===== config.mk =====
export PLATFORM = sky130hd
export DESIGN_NAME = delay_line_tapped
export DESIGN_NICKNAME = d
export VERILOG_FILES = /design/src/rtl/delay_line_pkg.sv /design/src/rtl/delay_line_stage.sv /design/src/rtl/delay_line_tapped.sv
export SDC_FILE = /design/constraint.sdc
export NUM_CORES = 1
export LEC_CHECK = 0
export BUFFER_PORTS_ARGS = -buffer_cell sky130_fd_sc_hd__buf_2
export CORE_ASPECT_RATIO = 0.8
export CORE_MARGIN = 1.5
export CORE_UTILIZATION = 40
export DETAILED_ROUTE_END_ITERATION = 7
export GPL_ROUTABILITY_DRIVEN = 0
export PLACE_DENSITY = 0.59
export SETUP_SLACK_MARGIN = 0.2
export SLEW_MARGIN = 20
export SYNTH_ARGS = -nofsm -noshare
export SYNTH_HDL_FRONTEND = slang
export SYNTH_SLANG_ARGS = --single-unit

===== constraint.sdc =====
create_clock -name clk_i -period 3 [get_ports clk_i]
set_input_delay 0.15 -clock clk_i [delete_from_list [all_inputs] [get_ports clk_i]]
set_output_delay 0.15 -clock clk_i [all_outputs]
set_load 0.005 [all_outputs]

===== src/rtl/delay_line_pkg.sv =====
// Shared types and helpers for the tapped delay line.
// Width helper for the tap select and the per-stage control bundle.
package delay_line_pkg;

  // Bits needed to encode a delay in the range 0..max_delay.
  function automatic int tap_w(input int max_delay);
    return $clog2(max_delay + 1);
  endfunction

  // Control shared by every stage of the chain.
  typedef struct packed {
    logic en;
    logic flush;
  } stage_ctrl_t;

endpackage


===== src/rtl/delay_line_stage.sv =====
// One {valid, data} register of the delay chain.
// Synchronous active-low reset, flush clears the stage, enable loads it.
module delay_line_stage
  import delay_line_pkg::*;
#(
  parameter int WIDTH = 8
) (
  input  logic             clk_i,
  input  logic             arstn_i,
  input  stage_ctrl_t      ctrl,
  input  logic             valid_d,
  input  logic [WIDTH-1:0] data_d,
  output logic             valid_q,
  output logic [WIDTH-1:0] data_q
);

  logic             valid_reg;
  logic [WIDTH-1:0] data_reg;

  // Reset beats flush, flush beats enable; otherwise the stage holds.
  always_ff @(posedge clk_i) begin
    if (!arstn_i) begin
      valid_reg <= 1'b0;
      data_reg  <= '0;
    end else if (ctrl.flush) begin
      valid_reg <= 1'b0;
      data_reg  <= '0;
    end else if (ctrl.en) begin
      valid_reg <= valid_d;
      data_reg  <= data_d;
    end
  end

  assign valid_q = valid_reg;
  assign data_q  = data_reg;

endmodule


===== src/rtl/delay_line_tapped.sv =====
// Multi-channel valid-tagged delay line with run-time tap select,
// stall, flush and a primed indicator.
// Optional build macro DELAY_LINE_GATE_DATA_EN: when defined, data_o is
// forced to zero whenever valid_o is low (bypass tap included).
module delay_line_tapped
  import delay_line_pkg::*;
#(
  parameter  int DATA_WIDTH = 8,
  parameter  int CHANNELS   = 1,
  parameter  int MAX_DELAY  = 4,
  localparam int TAP_W      = tap_w(MAX_DELAY)
) (
  input  logic                           clk_i,
  input  logic                           arstn_i,
  input  logic                           en_i,
  input  logic                           flush_i,
  input  logic [TAP_W-1:0]               delay_sel_i,
  input  logic                           valid_i,
  input  logic [CHANNELS*DATA_WIDTH-1:0] data_i,
  output logic                           valid_o,
  output logic [CHANNELS*DATA_WIDTH-1:0] data_o,
  output logic                           primed_o
);

  localparam int W = CHANNELS * DATA_WIDTH;

  // Index 0 is the live input so the tap mux treats bypass like any stage.
  logic         valid_chain [0:MAX_DELAY];
  logic [W-1:0] data_chain  [0:MAX_DELAY];

  stage_ctrl_t      stage_ctrl;
  logic [TAP_W-1:0] sel_idx;
  logic [TAP_W-1:0] fill_cnt_reg;
  logic             valid_tap;
  logic [W-1:0]     data_tap;

  assign stage_ctrl     = '{en: en_i, flush: flush_i};
  assign valid_chain[0] = valid_i;
  assign data_chain[0]  = data_i;

  generate
    for (genvar gi = 1; gi <= MAX_DELAY; gi++) begin : g_stage
      delay_line_stage #(
        .WIDTH (W)
      ) u_stage (
        .clk_i   (clk_i),
        .arstn_i (arstn_i),
        .ctrl    (stage_ctrl),
        .valid_d (valid_chain[gi-1]),
        .data_d  (data_chain[gi-1]),
        .valid_q (valid_chain[gi]),
        .data_q  (data_chain[gi])
      );
    end
  endgenerate

  // Clamp the requested delay; out-of-range requests pick the last stage.
  always_comb begin
    sel_idx = delay_sel_i;
    if (delay_sel_i > TAP_W'(MAX_DELAY)) begin
      sel_idx = TAP_W'(MAX_DELAY);
    end
  end

  // Count enabled shifts since reset/flush, saturating at the chain depth.
  always_ff @(posedge clk_i) begin
    if (!arstn_i) begin
      fill_cnt_reg <= '0;
    end else if (flush_i) begin
      fill_cnt_reg <= '0;
    end else if (en_i && (fill_cnt_reg != TAP_W'(MAX_DELAY))) begin
      fill_cnt_reg <= fill_cnt_reg + TAP_W'(1);
    end
  end

  // Tap mux plus optional zeroing of data on invalid outputs.
  always_comb begin
    valid_tap = valid_chain[sel_idx];
    data_tap  = data_chain[sel_idx];
`ifdef DELAY_LINE_GATE_DATA_EN
    data_o    = valid_tap ? data_tap : '0;
`else
    data_o    = data_tap;
`endif
    valid_o   = valid_tap;
  end

  assign primed_o = (fill_cnt_reg >= sel_idx);

endmodule


==> results of run 1 <==
path summary, 6_finish.rpt:
kind	startpoint	endpoint	slack, ns	cells after the start
setup / recovery	delay_sel_i[2]	primed_o	1.22	8
hold / removal	data_i[1]	g_stage[1].u_stage.data_q[1]	0.12	3
setup reg to reg	fill_cnt_reg[0]	fill_cnt_reg[1]	1.69	5
hold reg to reg	g_stage[4].u_stage.data_q[1]	g_stage[4].u_stage.data_q[1]	0.50	2
layer usage:
layer,vias up,routed length (um),track usage
li1,679,-,-
met1,628,1660,0.193
met2,25,1720,0.277
met3,5,200,0.0414
met4,0,38,0.0526
met5,-,0,0
layout make-up:
cell class,instances,area [um2],area share
inverters,14,52.6,0.0253
repair buffers,28,148,0.0712
clock inverters,1,5.00,0.00241
multi-input cells,119,933,0.450
well taps,57,71.3,0.0344
clock buffers,6,82.6,0.0398
flip-flops and latches,39,781,0.377
power by group:
part | leakage (nW) | switching, mW | internal (mW)
clock network | 0.0470 | 0.169 | 0.180
logic | 0.601 | 0.0592 | 0.0516
registers | 0.315 | 0.00486 | 0.524
total | 0.963 | 0.233 | 0.755
cell families after synthesis:
group / count (synthesis) / share of synthesized area
fa+ha+maj: 5 / 0.0338
compound gates: 13 / 0.0636
buf+inv: 26 / 0.0731
flops: 39 / 0.422
simple gates: 45 / 0.105
mux: 55 / 0.298
xor+xnor: 1 / 0.00474
placed cells by master (no fill, tap or decap):
cell type and count:
sky130_fd_sc_hd__a21o_1 2, sky130_fd_sc_hd__dfxtp_1 39, sky130_fd_sc_hd__nor3_1 1, sky130_fd_sc_hd__ha_1 5
sky130_fd_sc_hd__nand2b_4 1, sky130_fd_sc_hd__a21oi_1 1, sky130_fd_sc_hd__a21boi_1 1, sky130_fd_sc_hd__clkbuf_8 6
sky130_fd_sc_hd__and4b_1 1, sky130_fd_sc_hd__xnor2_1 1, sky130_fd_sc_hd__nor2b_1 1, sky130_fd_sc_hd__a222oi_1 9
sky130_fd_sc_hd__buf_4 3, sky130_fd_sc_hd__clkinv_2 1, sky130_fd_sc_hd__buf_2 25, sky130_fd_sc_hd__inv_1 14
sky130_fd_sc_hd__nand2b_1 2, sky130_fd_sc_hd__nor2_1 39, sky130_fd_sc_hd__mux2i_1 55
worst max-delay path, cell delays in order:
cell,delay [ns]
sky130_fd_sc_hd__buf_2,0.25
sky130_fd_sc_hd__nand2b_4,0.31
sky130_fd_sc_hd__inv_1,0.07
sky130_fd_sc_hd__ha_1,0.26
sky130_fd_sc_hd__nand2b_1,0.14
sky130_fd_sc_hd__a21o_1,0.17
sky130_fd_sc_hd__a21o_1,0.17
sky130_fd_sc_hd__buf_2,0.12
==> reports/results.tsv, run 1 <==
metric	value	unit
status	finished, final reports clean	
HPWL after detailed placement	2.49	mm
count of final max-slew check failures	0	
total via count in the routed design	1337	
commonest cells in the synthesized netlist	sky130_fd_sc_hd__mux2i_1, sky130_fd_sc_hd__dfxtp_1, sky130_fd_sc_hd__nor2_1	
Synth Instances	184	
sequential element share of the synthesized area	0.422	
net total in the final layout	228	
number of enable-type register cells in the synthesized netlist	0	
final non-filler cell area	0.00207	mm2
crit path DAT	1.63	ns
number of sinks on the clock net	39	
portion of the clock cycle consumed by the worst path in the final layout	0.594	
YS warnings	0	
Wirelength per Cell	13.7	um
setup clock skew after layout	0.00259	ns
Core Box Area	0.00431	mm2
Largest register FFs	32	
Tightest Hold Check Type	input port to flop	
clock slew at the register clock pins of the worst setup and hold paths	0.07	ns
number of diodes	0	
critical path data required time	2.85	ns
CTS hold repair buffers	0	
measured slew at the worst slew-check pin	0.675	ns
post-synthesis cell type count	21	
Die Footprint	0.00504	mm2
buffers inserted during post-CTS setup optimization	0	
fin util	0.481	
post-CTS sizing	0	
number of placed I/O pins	26	
min setup slack post-route	1.22	ns
post-route antenna net violation count	0	
final wirelength	3.62	mm
Inst Count DP	257	
first-pass GRT wire length	6.15	mm
prevailing post-synth register cell	sky130_fd_sc_hd__dfxtp_1	
worst supply voltage drop on vdd	308	uV
total global-route track usage	0.160	
headroom to the max-slew limit	0.548	
Initial DRC Count	78	
clock network latency to the later pin of the worst-skew pair	0.28	ns
netlist area before placement	0.00185	mm2
Placed Area	0.00199	mm2
number of antenna violations at the first check in global routing	0	
Yosys top cell by area	sky130_fd_sc_hd__dfxtp_1	
setup TNS	0	ns
most repeated cell in the gate-level netlist after synthesis	sky130_fd_sc_hd__mux2i_1	
final hold violations	0	
leading cell types by total area after synthesis	sky130_fd_sc_hd__dfxtp_1, sky130_fd_sc_hd__mux2i_1, sky130_fd_sc_hd__nor2_1, sky130_fd_sc_hd__a222oi_1, sky130_fd_sc_hd__ha_1	
syn avg cell area	10.1	um2
H-tree levels	2	
Hold WS	0.117	ns
fraction of layout instances using a drive strength above 1	0.174	
vias per std cell	5.06	
die extent in x	79.0	um
Setup Viol. Count Final	0	
residual overflow from global routing	0	
unrepaired setup endpoints after global routing	no	
signed area change from the synthesized netlist to the final layout	12.1	%
CP Max Fanout	13	
fin cells	264	
height of the die	63.8	um
Worst setup SP type	input port	
clock tree from TritonCTS	yes	
Worst Setup End Kind	primary output	
Pre-antenna DRT Iters	4	
top cell type's share of synthesized area	0.422	
max-cap violations	0	
filler cell count	430	
minimum clock period	1.78	ns
post-synthesis sequential element count	39	
root cell of the clock tree	sky130_fd_sc_hd__clkbuf_8	
maximum buffer depth of the clock tree	2	
Power Total	0.988	mW
top achievable clock speed	0.561	GHz
start-to-end type of the worst setup path	input port to primary output	
Initial Utilization	0.429	
largest net degree at the start of global routing	40	
Pleak	0.963	nW
clock buffers created by TritonCTS	5	
number of standard-cell rows in the floorplan	21	
number of I/O port buffers	25	
post-route DRC violation count	0	
vias in the first global route	1336	
synthesized net count	205	
Cell Pwr Density	477	mW/mm2
post-placement setup slack	1.22	ns
proportion of synthesized flip-flops having asynchronous set or reset	0	
Note: power is estimated with default switching activity, not from simulation.
==> run 2, diff against run 1 <==
--- a/config.mk
+++ b/config.mk
@@ -5,6 +5,7 @@
 export SDC_FILE = /design/constraint.sdc
 export NUM_CORES = 1
 export LEC_CHECK = 0
+export ABC_AREA = 1
 export BUFFER_PORTS_ARGS = -buffer_cell sky130_fd_sc_hd__buf_2
 export CORE_ASPECT_RATIO = 0.8
 export CORE_MARGIN = 1.5
==> constraint.sdc (replaced) <==
create_clock -name clk_i -period 1.7 [get_ports clk_i]
set_input_delay 0.085 -clock clk_i [delete_from_list [all_inputs] [get_ports clk_i]]
set_output_delay 0.085 -clock clk_i [all_outputs]
set_load 0.005 [all_outputs]
==> run 2 against run 1 <==
Sequential power increased by 77%. Flip-flop and latch count unchanged. Final area increased by 7.4%. Combinational power increased by 100%. Synthesized area increased by 7.7%. Cell count increased by 46%. Critical path depth decreased by 4. Routed wire length increased by 29%. Clock skew increased by 0.0065 ns. Clock-buffer cell count increased by 1. First-iteration DRC count increased by 71%. Synthesized cell count increased by 65%.
==> reports/results.tsv, run 2 <==
metric	value	unit
number of diodes	0	
Yosys top cell by area	sky130_fd_sc_hd__dfxtp_1	
total area of multi-input combinational cells	0.00106	mm2
worst supply voltage drop on vdd	415	uV
H-tree levels	2	
height of the die	66.1	um
post-CTS sizing	0	
largest net degree at the start of global routing	35	
Initial Utilization	0.426	
number of standard-cell rows in the floorplan	22	
CTS hold repair buffers	0	
worst setup slack for register-to-register paths	0.50	ns
Tightest Hold Check Type	input port to flop	
max-cap violations	0	
headroom to the max-slew limit	0.770	
final hold violations	0	
netlist area before placement	0.00199	mm2
crit path DAT	1.31	ns
Reg2Reg Capture Point	fill_cnt_reg[1]	
final wirelength	4.67	mm
Core Box Area	0.00468	mm2
most frequent standard cell in the layout excluding fill and tap cells	sky130_fd_sc_hd__nand2_1	
top routing layer in use	met4	
synthesized net count	324	
critical path data required time	1.62	ns
total via count in the routed design	1904	
Synth Instances	303	
net total in the final layout	345	
Wirelength per Cell	12.1	um
post-route DRC violation count	0	
CP Max Fanout	4	
Cell Pwr Density	798	mW/mm2
cell depth of the worst min-delay path	3	
root cell of the clock tree	sky130_fd_sc_hd__clkbuf_8	
Largest register FFs	32	
number of placed I/O pins	26	
Die Footprint	0.00541	mm2
sequential element share of the synthesized area	0.392	
post-synthesis cell type count	23	
Worst setup SP type	flop	
YS warnings	0	
met2 routed wirelength	1.91	mm
unrepaired setup endpoints after global routing	no	
die extent in x	81.9	um
post-synthesis sequential element count	39	
Worst Setup End Kind	primary output	
number of antenna violations at the first check in global routing	0	
total global-route track usage	0.195	
filler cell count	519	
clock slew at the register clock pins of the worst setup and hold paths	0.08	ns
signed area change from the synthesized netlist to the final layout	11.8	%
vias in the first global route	1708	
number of enable-type register cells in the synthesized netlist	0	
Pre-antenna DRT Iters	4	
portion of the clock cycle consumed by the worst path in the final layout	0.821	
Placed Area	0.00214	mm2
setup clock skew after layout	0.00914	ns
maximum buffer depth of the clock tree	2	
HPWL after detailed placement	3.08	mm
residual overflow from global routing	0	
Pleak	0.991	nW
minimum clock period	1.40	ns
Setup Viol. Count Final	0	
Initial DRC Count	133	
Crit Reg-Reg Startpoint	fill_cnt_reg[1]	
buffers inserted during post-CTS setup optimization	0	
first-pass GRT wire length	7.98	mm
fraction of layout instances using a drive strength above 1	0.148	
commonest cells in the synthesized netlist	sky130_fd_sc_hd__nand2_1, sky130_fd_sc_hd__a21oi_1, sky130_fd_sc_hd__dfxtp_1	
number of I/O port buffers	25	
most repeated cell in the gate-level netlist after synthesis	sky130_fd_sc_hd__nand2_1	
final non-filler cell area	0.00223	mm2
clock tree from TritonCTS	yes	
syn avg cell area	6.57	um2
Post-Route M1 WL	2.46	mm
setup TNS	0	ns
leading cell types by total area after synthesis	sky130_fd_sc_hd__dfxtp_1, sky130_fd_sc_hd__nand2_1, sky130_fd_sc_hd__a21oi_1, sky130_fd_sc_hd__nand3_1, sky130_fd_sc_hd__ha_1	
clock network latency to the later pin of the worst-skew pair	0.30	ns
count of final max-slew check failures	0	
number of sinks on the clock net	39	
top achievable clock speed	0.716	GHz
vias per std cell	4.95	
measured slew at the worst slew-check pin	0.346	ns
worst hold path endpoint	g_stage[1].u_stage.data_q[7]	
post-route antenna net violation count	0	
detailed route wirelength on metal3	229	um
top cell type's share of synthesized area	0.392	
status	finished, final reports clean	
r2r worst-path depth	6	
clock buffers created by TritonCTS	5	
most frequent cells in the layout	sky130_fd_sc_hd__nand2_1, sky130_fd_sc_hd__a21oi_1, sky130_fd_sc_hd__dfxtp_1	
prevailing post-synth register cell	sky130_fd_sc_hd__dfxtp_1	
proportion of synthesized flip-flops having asynchronous set or reset	0	
start-to-end type of the worst setup path	flop to primary output	
footprint of the flip-flops and latches	782	um2
worst hold start	data_i[7]	
run 2: final cells by class:
cell class | instances | area share
Multi-Input combinational cell | 234 | 0.478
Timing Repair Buffer | 32 | 0.0798
Sequential cell | 39 | 0.351
Clock inverter | 1 | 0.00225
Clock buffer | 7 | 0.0343
Inverter | 12 | 0.0213
Tap cell | 60 | 0.0337
run 2: worst max-delay path: stages, from the launching register on:
cell and delay [ns]:
sky130_fd_sc_hd__dfxtp_2 0.35, sky130_fd_sc_hd__ha_1 0.32, sky130_fd_sc_hd__a21oi_2 0.13, sky130_fd_sc_hd__o211ai_1 0.09, sky130_fd_sc_hd__buf_2 0.13
run 2: worst max path at each step:
stage / start / to / slack (ns)
finish: fill_cnt_reg[2] / primed_o / 0.30
global route: fill_cnt_reg[2] / primed_o / 0.22
CTS: fill_cnt_reg[2] / primed_o / 0.24
detailed placement: delay_sel_i[2] / primed_o / 0.33
global placement: delay_sel_i[2] / primed_o / 0.38
floorplan: delay_sel_i[2] / primed_o / 0.49
run 2: power breakdown:
part	total (mW)	internal [mW]	switching, mW
sequential	0.935	0.926	0.00891
combinational	0.227	0.0792	0.148
clock	0.615	0.288	0.327
run 2: logic make-up after synthesis:
group | synth area share
XOR/XNOR | 0.00440
AO/OA/AOI/OAI | 0.128
flip-flops | 0.392
AND/OR/NAND/NOR | 0.369
buffers and inverters | 0.0760
adder cells (fa/ha/maj) | 0.0314
run 2: layer usage:
metal	up-vias	track usage
met4	0	0.0699
met3	7	0.0455
met1	853	0.272
li1	1002	-
met2	42	0.289
met5	-	0
run 2: stage by stage:
step | instances | hold slack, ns | setup WS (ns) | power, mW | utilization
finish | 385 | 0.0500 | 0.304 | 1.78 | 0.476
floorplan | 303 | 0.233 | 0.488 | 1.11 | -
CTS | 385 | 0.0453 | 0.241 | 1.80 | 0.475
detailed placement | 377 | 0.360 | 0.334 | 1.18 | 0.457
global route | 385 | 0.0477 | 0.224 | 1.88 | 0.476
global placement | 377 | 0.350 | 0.380 | 1.18 | 0.457
==> run 3, diff against run 2 <==
==> constraint.sdc (replaced) <==
create_clock -name clk_i -period 1.3 [get_ports clk_i]
set_input_delay 0.065 -clock clk_i [delete_from_list [all_inputs] [get_ports clk_i]]
set_output_delay 0.065 -clock clk_i [all_outputs]
set_load 0.005 [all_outputs]
==> run 3 against run 2 <==
The run now ends with setup timing left. Clock-buffer cell count decreased by 1. Core utilization increased by 8.9 points. Cell count increased by 8.3%. Total power increased by 38%. Die area unchanged. Highest routed layer unchanged. Critical path depth unchanged. Flip-flop and latch count unchanged. Global-route usage increased by 1.9 points.
==> reports/results.tsv, run 3 (synthesis gave the netlist of run 2 again) <==
metric	value	unit
Crit Reg-Reg Startpoint	fill_cnt_reg[1]	
worst setup slack for register-to-register paths	0.17	ns
portion of the clock cycle consumed by the worst path in the final layout	1.02	
Core Box Area	0.00468	mm2
Worst setup SP type	flop	
worst supply voltage drop on vdd	601	uV
portion of total power attributed to the clock network	0.348	
Setup Viol. Count Final	1	
portion of total power attributed to sequential cells	0.500	
Global Route met1 Usage	0.279	
min setup slack post-route	-0.0243	ns
Power Total	2.45	mW
WP depth	4	
setup clock skew after layout	0.00302	ns
number of antenna violations at the first check in global routing	0	
CP Max Fanout	3	
cell with the largest stage delay on the worst path	sky130_fd_sc_hd__dfxtp_4	
unrepaired setup endpoints after global routing	yes	
clock buffers created by TritonCTS	5	
root cell of the clock tree	sky130_fd_sc_hd__clkbuf_8	
Worst Setup End Kind	primary output	
minimum clock period	1.32	ns
fraction of layout instances using a drive strength above 1	0.364	
number of standard-cell rows in the floorplan	22	
Pre-antenna DRT Iters	4	
worst hold start	data_i[6]	
proportion of power drawn by combinational gates	0.152	
die extent in x	81.9	um
largest net degree at the start of global routing	34	
total via count in the routed design	2031	
net total in the final layout	378	
height of the die	66.1	um
residual overflow from global routing	0	
ordered cell list for the critical path	ha_4, nand2_2, o211ai_1, buf_2	
start-to-end type of the worst setup path	flop to primary output	
clock network latency to the later pin of the worst-skew pair	0.29	ns
critical path data required time	1.24	ns
signed area change from the synthesized netlist to the final layout	32.7	%
Wirelength per Cell	12.2	um
fraction of power spent switching nets	0.274	
Pleak	1.19	nW
Int Pwr	1.77	mW
number of I/O port buffers	25	
sum of buffers and inverters on the critical path	1	
post-placement setup slack	0.0988	ns
CTS hold repair buffers	0	
crit path DAT	1.26	ns
number of diodes	0	
final hold violations	0	
most used routing layer	met2	
maximum buffer depth of the clock tree	2	
cell class contributing the biggest share of worst-path delay	flip-flops	
HPWL after detailed placement	3.06	mm
first-pass GRT wire length	8.71	mm
post-route antenna net violation count	0	
Initial Utilization	0.426	
Switch Pwr	0.670	mW
final wirelength	5.08	mm
maximum cell stage delay along the critical path	0.35	ns
number of placed I/O pins	26	
cell depth of the worst min-delay path	3	
top achievable clock speed	0.755	GHz
H-tree levels	2	
r2r worst-path depth	7	
Die Footprint	0.00541	mm2
headroom to the max-slew limit	0.748	
Largest register FFs	32	
Initial DRC Count	154	
fin util	0.565	
measured slew at the worst slew-check pin	0.378	ns
setup TNS	-0.0243	ns
Reg2Reg Capture Point	fill_cnt_reg[1]	
number of sinks on the clock net	39	
vias in the first global route	1944	
routing usage on met3	0.0469	
clock slew at the register clock pins of the worst setup and hold paths	0.08	ns
status	finished with violations	
worst hold path endpoint	g_stage[1].u_stage.data_q[6]	
most frequent standard cell in the layout excluding fill and tap cells	sky130_fd_sc_hd__nand2_1	
clock tree from TritonCTS	yes	
Tightest Hold Check Type	input port to flop	
post-route DRC violation count	0	
vias per std cell	4.87	
count of final max-slew check failures	0	
max-cap violations	0	
violations in the final reports	setup timing	
met2 demand-to-capacity share in global routing	0.348	
total global-route track usage	0.213	
Cell Pwr Density	925	mW/mm2
most frequent cells in the layout	sky130_fd_sc_hd__nand2_1, sky130_fd_sc_hd__a21oi_1, sky130_fd_sc_hd__buf_4	
## run 3: cell types whose count changed in the layout (fill, tap and decap cells not counted), moves of 2 or more
cell / change
sky130_fd_sc_hd__nand2_1: -4
sky130_fd_sc_hd__nand3_2: +12
sky130_fd_sc_hd__buf_4: +31
sky130_fd_sc_hd__buf_6: +2
sky130_fd_sc_hd__dfxtp_2: +26
sky130_fd_sc_hd__o21ai_0: -2
sky130_fd_sc_hd__clkbuf_1: -2
sky130_fd_sc_hd__nand3_1: -12
sky130_fd_sc_hd__ha_1: -4
sky130_fd_sc_hd__nand2_2: +3
sky130_fd_sc_hd__dfxtp_1: -27
sky130_fd_sc_hd__ha_4: +3
## run 3: repair_timing
action,4_1_cts,5_1_grt
setup endpoints to repair,12,13
pin swaps,20,11
gates resized for setup,42,14
buffers inserted,20,6
## run 3: area by class of cell
type | count | area, um2
fill | 463 | 2040
multi-input combinational | 234 | 1180
sequential | 39 | 818
timing repair buffer | 65 | 433
clock buffer | 6 | 82.6
tap | 60 | 75.1
inverter | 12 | 50.0
clock inverter | 1 | 5.00
## run 3: power by group through the flow
stage	clock, mW	sequential (mW)	combinational (mW)
after floorplan	0	1.25	0.211
after global routing	0.944	1.23	0.414
after CTS	0.878	1.22	0.348
after global placement	0	1.25	0.319
final	0.851	1.22	0.371
after detailed placement	0	1.25	0.320
## run 3: routing by layer
metal	share of wire	routed length, um	up-vias
li1	-	-	1066
met1	0.50	2560	916
met2	0.44	2230	41
met3	0.045	231	8
met4	0.012	63	0
met5	0	0	-
## run 3: per-stage QoR
step           hold slack, ns  cells  instance area (um2)
3_5_place_dp            0.338    384                 2210
2_1_floorplan           0.213    303                 2010
3_3_place_gp            0.332    384                 2210
6_report               0.0198    417                 2640
5_1_grt                0.0159    417                 2640
4_1_cts                0.0129    411                 2530
## run 3: worst max path at each step
| stage | endpoint | from |
|---|---|---|
| floorplan | primed_o | delay_sel_i[2] |
| global placement | primed_o | delay_sel_i[2] |
| detailed placement | primed_o | delay_sel_i[2] |
| CTS | primed_o | fill_cnt_reg[2] |
| global route | primed_o | fill_cnt_reg[2] |
| finish | primed_o | fill_cnt_reg[2] |
## run 3: tightest hold or removal path: cells and delay by family
kind / cells / cell delay, ns
compound gates: 1 / 0.05
buf+inv: 1 / 0.10
simple gates: 1 / 0.05
